## src/rtl/sobel_window_ctrl.sv

```systemverilog
// sobel_window_ctrl: builds the 3x3 window for the G_x/G_y Sobel lanes from two
// line buffers, sums the squared lane results, thresholds them and queues them.
module sobel_window_ctrl #(
    parameter int IMG_W      = 64,
    parameter int IMG_H      = 48,
    parameter int FIFO_DEPTH = 8
) (
    input  logic        clk,
    input  logic        reset,
    input  logic        in_valid,
    output logic        in_ready,
    input  logic [23:0] in_data,
    input  logic        in_sof,
    input  logic [28:0] thresh,
    output logic [71:0] gx_pos,
    output logic [71:0] gx_neg,
    output logic [71:0] gy_pos,
    output logic [71:0] gy_neg,
    input  logic [27:0] gx_sq,
    input  logic [27:0] gy_sq,
    output logic        out_valid,
    input  logic        out_ready,
    output logic [28:0] out_mag,
    output logic        out_edge,
    output logic        out_eol,
    output logic        out_eof,
    output logic        frame_err,
    output logic        busy
);

    localparam int XW = $clog2(IMG_W);
    localparam int YW = $clog2(IMG_H);
    localparam int AW = $clog2(FIFO_DEPTH);
    localparam int CW = AW + 1;
    localparam int OW = CW + 1;
    localparam logic [XW-1:0] X_LAST = XW'(IMG_W - 1);
    localparam logic [YW-1:0] Y_LAST = YW'(IMG_H - 1);

    typedef enum logic [1:0] {IDLE = 2'd0, RUN = 2'd1, DRAIN = 2'd2} state_t;

    state_t                 state_q, state_d;
    logic [XW-1:0]          x_q, x_d;
    logic [YW-1:0]          y_q, y_d;
    logic [28:0]            thr_q, thr_d;
    logic [2:0][2:0][23:0]  win_q, win_d, win_nxt;
    logic [71:0]            gx_pos_q, gx_pos_d, gx_neg_q, gx_neg_d;
    logic [71:0]            gy_pos_q, gy_pos_d, gy_neg_q, gy_neg_d;
    logic                   frame_err_q, frame_err_d;
    logic [2:0]             vld_q, vld_d, eol_q, eol_d, eof_q, eof_d;
    logic [2:0][28:0]       pthr_q, pthr_d;
    logic [AW-1:0]          wr_ptr_q, wr_ptr_d, rd_ptr_q, rd_ptr_d;
    logic [CW-1:0]          mem_cnt_q, mem_cnt_d;
    logic                   out_valid_q, out_valid_d;
    logic [31:0]            out_ent_q, out_ent_d;

    logic [23:0]            lb_top [IMG_W];
    logic [23:0]            lb_mid [IMG_W];
    logic [31:0]            fifo_mem [FIFO_DEPTH];

    logic                   accept, take, win_ok, is_eol, is_last;
    logic [XW-1:0]          cur_x;
    logic [YW-1:0]          cur_y;
    logic [28:0]            thr_eff;
    logic [1:0]             inflight;
    logic [OW-1:0]          occ;
    logic [28:0]            mag;
    logic                   hit;
    logic [31:0]            push_ent;
    logic                   pop, load, mem_has, mem_rd, mem_wr;

    // Admission counts everything already committed downstream, since the lanes cannot stall.
    assign inflight = {1'b0, vld_q[0]} + {1'b0, vld_q[1]} + {1'b0, vld_q[2]};
    assign occ      = OW'(mem_cnt_q) + OW'(out_valid_q) + OW'(inflight);
    assign in_ready = reset & ((state_q == IDLE) |
                               ((state_q == RUN) & (occ < OW'(FIFO_DEPTH))));

    assign accept  = in_valid & in_ready;
    assign take    = accept & ((state_q == RUN) | in_sof);
    assign cur_x   = in_sof ? '0 : x_q;
    assign cur_y   = in_sof ? '0 : y_q;
    assign thr_eff = in_sof ? thresh : thr_q;
    assign win_ok  = (cur_x >= XW'(2)) & (cur_y >= YW'(2));
    assign is_eol  = (cur_x == X_LAST);
    assign is_last = is_eol & (cur_y == Y_LAST);

    assign mag      = {1'b0, gx_sq} + {1'b0, gy_sq};
    assign hit      = mag > pthr_q[2];
    assign push_ent = {mag, hit, eol_q[2], eof_q[2]};

    assign pop     = out_valid_q & out_ready;
    assign load    = ~out_valid_q | pop;
    assign mem_has = (mem_cnt_q != '0);
    assign mem_rd  = load & mem_has;
    assign mem_wr  = vld_q[2] & ~(load & ~mem_has);

    // Window after shifting one column left and inserting the new column on the right.
    always_comb begin
        win_nxt = win_q;
        for (int r = 0; r < 3; r++) begin
            win_nxt[r][0] = win_q[r][1];
            win_nxt[r][1] = win_q[r][2];
        end
        win_nxt[0][2] = lb_top[cur_x];
        win_nxt[1][2] = lb_mid[cur_x];
        win_nxt[2][2] = in_data;
    end

    always_comb begin
        state_d     = state_q;
        x_d         = x_q;
        y_d         = y_q;
        thr_d       = thr_q;
        win_d       = win_q;
        gx_pos_d    = gx_pos_q;
        gx_neg_d    = gx_neg_q;
        gy_pos_d    = gy_pos_q;
        gy_neg_d    = gy_neg_q;
        frame_err_d = 1'b0;
        vld_d       = {vld_q[1:0], 1'b0};
        eol_d       = {eol_q[1:0], 1'b0};
        eof_d       = {eof_q[1:0], 1'b0};
        pthr_d      = {pthr_q[1:0], thr_q};

        if (take) begin
            win_d     = win_nxt;
            gx_pos_d  = {win_nxt[0][2], win_nxt[1][2], win_nxt[2][2]};
            gx_neg_d  = {win_nxt[0][0], win_nxt[1][0], win_nxt[2][0]};
            gy_pos_d  = {win_nxt[2][0], win_nxt[2][1], win_nxt[2][2]};
            gy_neg_d  = {win_nxt[0][0], win_nxt[0][1], win_nxt[0][2]};
            vld_d[0]  = win_ok;
            eol_d[0]  = is_eol;
            eof_d[0]  = is_last;
            pthr_d[0] = thr_eff;
            thr_d     = thr_eff;
            if (is_eol) begin
                x_d = '0;
                y_d = is_last ? '0 : YW'(cur_y + 1'b1);
            end else begin
                x_d = XW'(cur_x + 1'b1);
                y_d = cur_y;
            end
        end

        // A SOF while running restarts the frame; in-flight results keep their own flags.
        case (state_q)
            IDLE:    if (take) state_d = RUN;
            RUN: begin
                if (take & in_sof) frame_err_d = 1'b1;
                if (take & is_last) state_d = DRAIN;
            end
            DRAIN:   if (occ == '0) state_d = IDLE;
            default: state_d = IDLE;
        endcase
    end

    // The output register always holds the oldest entry; the memory only backs it up.
    always_comb begin
        out_valid_d = out_valid_q;
        out_ent_d   = out_ent_q;
        wr_ptr_d    = mem_wr ? wr_ptr_q + AW'(1) : wr_ptr_q;
        rd_ptr_d    = mem_rd ? rd_ptr_q + AW'(1) : rd_ptr_q;
        mem_cnt_d   = mem_cnt_q + CW'(mem_wr) - CW'(mem_rd);
        if (load) begin
            if (mem_has) begin
                out_valid_d = 1'b1;
                out_ent_d   = fifo_mem[rd_ptr_q];
            end else if (vld_q[2]) begin
                out_valid_d = 1'b1;
                out_ent_d   = push_ent;
            end else begin
                out_valid_d = 1'b0;
            end
        end
    end

    always_ff @(posedge clk or negedge reset) begin
        if (!reset) begin
            state_q     <= IDLE;
            x_q         <= '0;
            y_q         <= '0;
            thr_q       <= '0;
            win_q       <= '0;
            gx_pos_q    <= '0;
            gx_neg_q    <= '0;
            gy_pos_q    <= '0;
            gy_neg_q    <= '0;
            frame_err_q <= 1'b0;
            vld_q       <= '0;
            eol_q       <= '0;
            eof_q       <= '0;
            pthr_q      <= '0;
            wr_ptr_q    <= '0;
            rd_ptr_q    <= '0;
            mem_cnt_q   <= '0;
            out_valid_q <= 1'b0;
            out_ent_q   <= '0;
        end else begin
            state_q     <= state_d;
            x_q         <= x_d;
            y_q         <= y_d;
            thr_q       <= thr_d;
            win_q       <= win_d;
            gx_pos_q    <= gx_pos_d;
            gx_neg_q    <= gx_neg_d;
            gy_pos_q    <= gy_pos_d;
            gy_neg_q    <= gy_neg_d;
            frame_err_q <= frame_err_d;
            vld_q       <= vld_d;
            eol_q       <= eol_d;
            eof_q       <= eof_d;
            pthr_q      <= pthr_d;
            wr_ptr_q    <= wr_ptr_d;
            rd_ptr_q    <= rd_ptr_d;
            mem_cnt_q   <= mem_cnt_d;
            out_valid_q <= out_valid_d;
            out_ent_q   <= out_ent_d;
        end
    end

    // Line buffers cascade: the old y-1 entry becomes y-2 as the new pixel lands.
    always_ff @(posedge clk) begin
        if (take) begin
            lb_top[cur_x] <= lb_mid[cur_x];
            lb_mid[cur_x] <= in_data;
        end
        if (mem_wr) begin
            fifo_mem[wr_ptr_q] <= push_ent;
        end
    end

    assign gx_pos    = gx_pos_q;
    assign gx_neg    = gx_neg_q;
    assign gy_pos    = gy_pos_q;
    assign gy_neg    = gy_neg_q;
    assign frame_err = frame_err_q;
    assign busy      = (state_q == RUN) | (state_q == DRAIN);
    assign out_valid = out_valid_q;
    assign out_mag   = out_ent_q[31:3];
    assign out_edge  = out_ent_q[2];
    assign out_eol   = out_ent_q[1];
    assign out_eof   = out_ent_q[0];

endmodule

```

## config.mk

```make
export PLATFORM = sky130hd
export DESIGN_NAME = sobel_window_ctrl
export DESIGN_NICKNAME = d
export VERILOG_FILES = /design/src/rtl/sobel_window_ctrl.sv
export SDC_FILE = /design/constraint.sdc
export NUM_CORES = 2
export LEC_CHECK = 0
export CORE_ASPECT_RATIO = 1.25
export CORE_MARGIN = 8
export CORE_UTILIZATION = 60
export CTS_BUF_LIST = sky130_fd_sc_hd__clkbuf_4 sky130_fd_sc_hd__clkbuf_8 sky130_fd_sc_hd__clkbuf_16
export DETAILED_ROUTE_END_ITERATION = 6
export GPL_TIMING_DRIVEN = 1
export PLACE_DENSITY_LB_ADDON = 0.1
export SYNTH_ARGS = -nofsm -noshare
export SYNTH_HDL_FRONTEND = slang
export SYNTH_SLANG_ARGS = --single-unit
```

## constraint.sdc

```tcl
create_clock -name clk -period 25.3 [get_ports clk]
set_input_delay 3.795 -clock clk [delete_from_list [all_inputs] [get_ports clk]]
set_output_delay 3.795 -clock clk [all_outputs]
set_load 0.01 [all_outputs]
```

==> impl_results.md <==
- Run status: complete, but fails checks
- Violations in the final reports: DRC
- Post CTS Setup Buffer Count: 0
- Total negative slack for setup checks: 0 ns
- Ratio of final minimum period to clock period: 35.26%
- Post-synthesis to final-layout area growth: 13.19%
- Critical Path Slowest Stage Cell: nor2_4
- Vias per std cell: 7.317
- Portion of the post-synthesis area used by sequential elements: 75.00%
- Std cell rows: 202
- Routability cong.: 0.9607
- IO buf count: 437
- FMAX: 112.1 MHz
- Synthesized netlist net count: 8,872
- CTS H-Tree Depth: 5
- Setup crit start kind: primary input
- Number of different library cells in the post-synthesis netlist: 89
- Leak pwr: 55.24 nW
- Number of synthesized flops with an enable pin: 3,328
- CTS sink cnt: 3,698
- Final global-route overflow total: 0
- All-layer global routing usage: 38.25%
- # nets final: 9,223
- Minimum setup slack after placement: 15.93 ns
- Die area: 0.2588 mm2
- Post-synthesis register bit count: 3,698
- Synth Flop Type: edfxtp_1
- Starting density of the core: 60.20%
- Peak ir drop on the vdd network: 0.08160 mV
- Syn Std Cell Area: 0.1456 mm2
- Final core area utilization: 68.13%
- Critical path class: primary input to flip-flop
- DRT Wirelength: 509,800 um
- Cell Pwr Density: 110.3 mW/mm2
- Cells after synthesis: 8,680
- Number of clock buffers inserted by TritonCTS: 353
- Cell at the root of the clock tree: clkbuf_16
- Share of async-settable or async-resettable flops after synthesis: 10.01%
- Setup-failing EPs final: 0
- Synth Area per Inst: 16.77 um2
- Total Power: 18.18 mW
- Die height: 566.8 um
- Number of DRC violations after detailed routing: 26
- Number of filler cells placed in the layout: 15,970
- Detailed-placement wirelength estimate: 289,700 um
- Arrival time at the worst endpoint: 9.41 ns
- Global-route wire length before repair: 697,900 um
- CORE AREA: 0.2419 mm2
- Setup crit end kind: flip-flop
- Vias post-DR: 91,410
- Worst path cell trace: buf_8 -> buf_4 -> buf_4 -> a21oi_1 -> nor3_2 -> buf_4 -> nand3_1 -> nor2_4 -> buf_4
- Worst rel slew slack: 3.045%
- Clock input transition at the sequential cells of the worst setup and hold paths: 0.06 ns
- Number of nets with antenna violations after routing: 0
- Share of final-layout standard cells stronger than drive strength 1: 15.97%
- Die width: 456.6 um
- Family of cells with the greatest summed delay on the critical path: buffers and inverters
- Drt first pass iters: 7
- Number of global-route vias before repair: 88,270
- Final critical delay including setup and external delays: 8.921 ns
- Ys Warns: 0
- Longest individual stage delay on the worst path: 1.13 ns
- Hold violation count in the final report: 0
- Max-cap violations: 0
- Least-Margin Pin Slew: 1.454 ns
- Class of the worst hold path: flip-flop to flip-flop
- Bufs and invs on worst path: 5
- Largest clock skew in the final design: 0.06031 ns
- Required time at the worst-slack endpoint: 25.79 ns
- Clock tree from TritonCTS: yes
- Pin count of the biggest net entering global routing: 168
- Hold-fix buffers, CTS: 0
- Post-cts resize count: 0
- Buffers from clock root to sink, at most: 4
- Ports placed on the boundary: 438
- Number of antenna violations at the first check in global routing: 28
- Worst setup slack after layout: 16.38 ns
- Fin area: 0.1648 mm2
- Wire per inst: 40.81 um
- Unrepaired setup endpoints after global routing: no
- Placement-stage cell area: 0.1529 mm2
- Dominant cell type by count on the critical path: buf_4
- Maximum fanout count along the critical path: 36
- Later-pin clock latency in the skew report: 0.92 ns
- Final Slew Violations: 0
- Number of DRC markers after the initial detailed-route iteration: 16,730
-- cells in the mapped netlist, drive strengths merged, types with 59 or more instances --
| master | instances | area (um2) |
|---|---|---|
| a211oi | 86 | 645.6 |
| a21oi | 289 | 1446 |
| a221oi | 137 | 1200 |
| a22o | 64 | 560.5 |
| a22oi | 246 | 1847 |
| buf | 519 | 3483 |
| clkbuf | 243 | 912.1 |
| dfrtp | 370 | 9259 |
| edfxtp | 3328 | 99940 |
| ha | 73 | 913.4 |
| inv | 59 | 221.5 |
| mux2 | 168 | 1907 |
| mux2i | 563 | 5635 |
| mux4 | 213 | 4797 |
| nand2 | 774 | 2905 |
| nor2 | 240 | 903.4 |
| o21ai | 292 | 1465 |
| o221ai | 79 | 691.9 |
| o22ai | 243 | 1520 |
-- logic make-up after synthesis --
family          share of synthesized area (%)
flops                                   75.00
compound gates                          8.586
simple gates                            3.876
mux                                     8.475
buf+inv                                 3.173
fa+ha+maj                              0.6961
xor+xnor                               0.1985
-- through the flow --
| step | cells | hold WS [ns] |
|---|---|---|
| global route | 12480 | 0.3508 |
| floorplan | 8680 | 0.3312 |
| detailed placement | 11840 | 0.3347 |
| CTS | 12480 | 0.3466 |
| finish | 12490 | 0.3475 |
| global placement | 11840 | 0.3321 |
-- worst paths after layout --
path	start	endpoint	slack (ns)	cells past startpoint
min in group asynchronous	reset	pthr_q[82]	2.79	1
max	in_sof	lb_mid[13][1]	16.38	9
min	pthr_d[76]	pthr_q[76]	0.35	0
min reg2reg	pthr_d[76]	pthr_q[76]	0.35	0
max reg2reg	x_q[0]	win_nxt[37]	17.97	12
max in group asynchronous	reset	win_nxt[156]	19.53	4
-- cell usage in the layout (no fill, tap or decap), types with 20 or more instances in the layout --
master           instances
a21o_1                  22
a22o_1                  64
mux4_2                 213
nor4_2                  27
clkdlybuf4s50_1        411
clkinv_2                61
ha_1                    73
a21oi_1                289
a32oi_1                 51
o22a_1                  25
clkbuf_16              362
o211ai_1                41
xnor2_1                 23
nor4_1                  20
nor2_4                  47
o21ai_0                289
a221oi_1               137
buf_2                   25
bufinv_16               39
nand3_1                 40
a22oi_1                246
dfrtp_1                363
o22ai_1                243
nor3_1                  36
clkinv_1                58
mux2i_1                563
a221o_1                 40
nor2_1                 189
a222oi_1                28
inv_1                   55
o221ai_1                79
mux2_2                 163
nand2_1                771
a211oi_1                86
buf_4                  305
edfxtp_1              3328
a31oi_1                 23
nor2b_1                 21
clkbuf_4                76
-- registers in the layout (all words and copies together) (netlist names), 2 cells and up --
name and flops:
rd_ptr_q 3, out_ent_q 32, state_q 2, eol_q 3
x_q 6, eof_q 3, gy_neg 2, gx_pos 2
fifo_mem 256, gx_neg 72, wr_ptr_q 3, pthr_d 58
vld_q 3, pthr_q 29, lb_mid 1536, mem_cnt_q 4
y_q 6, lb_top 1536, win_nxt 139
-- where the power goes --
group	total (mW)	internal [mW]	switching, mW
logic	5.00	1.69	3.31
clock network	5.45	3.16	2.29
registers	7.73	7.39	0.337
-- layout make-up --
type                    instances  area, um2  share of cell area, %
multi-input cells            4160      32630                  19.80
inverters                      60      227.7                 0.1382
well taps                    3162       3956                  2.401
flip-flops and latches       3698     109200                  66.27
diodes                         14      35.03                0.02126
repair buffers                758       6859                  4.162
clock buffers                 456       9877                  5.993
clock inverters               185       1998                  1.212
-- routing by layer --
layer | track usage, % | vias to the layer above | share of wire [%]
li1 | - | 35010 | -
met1 | 48.84 | 45800 | 33
met2 | 57.52 | 8454 | 44
met3 | 11.69 | 2125 | 15
met4 | 24.35 | 18 | 8.3
met5 | 0 | - | 0.039
Note: power is estimated with default switching activity, not from simulation.
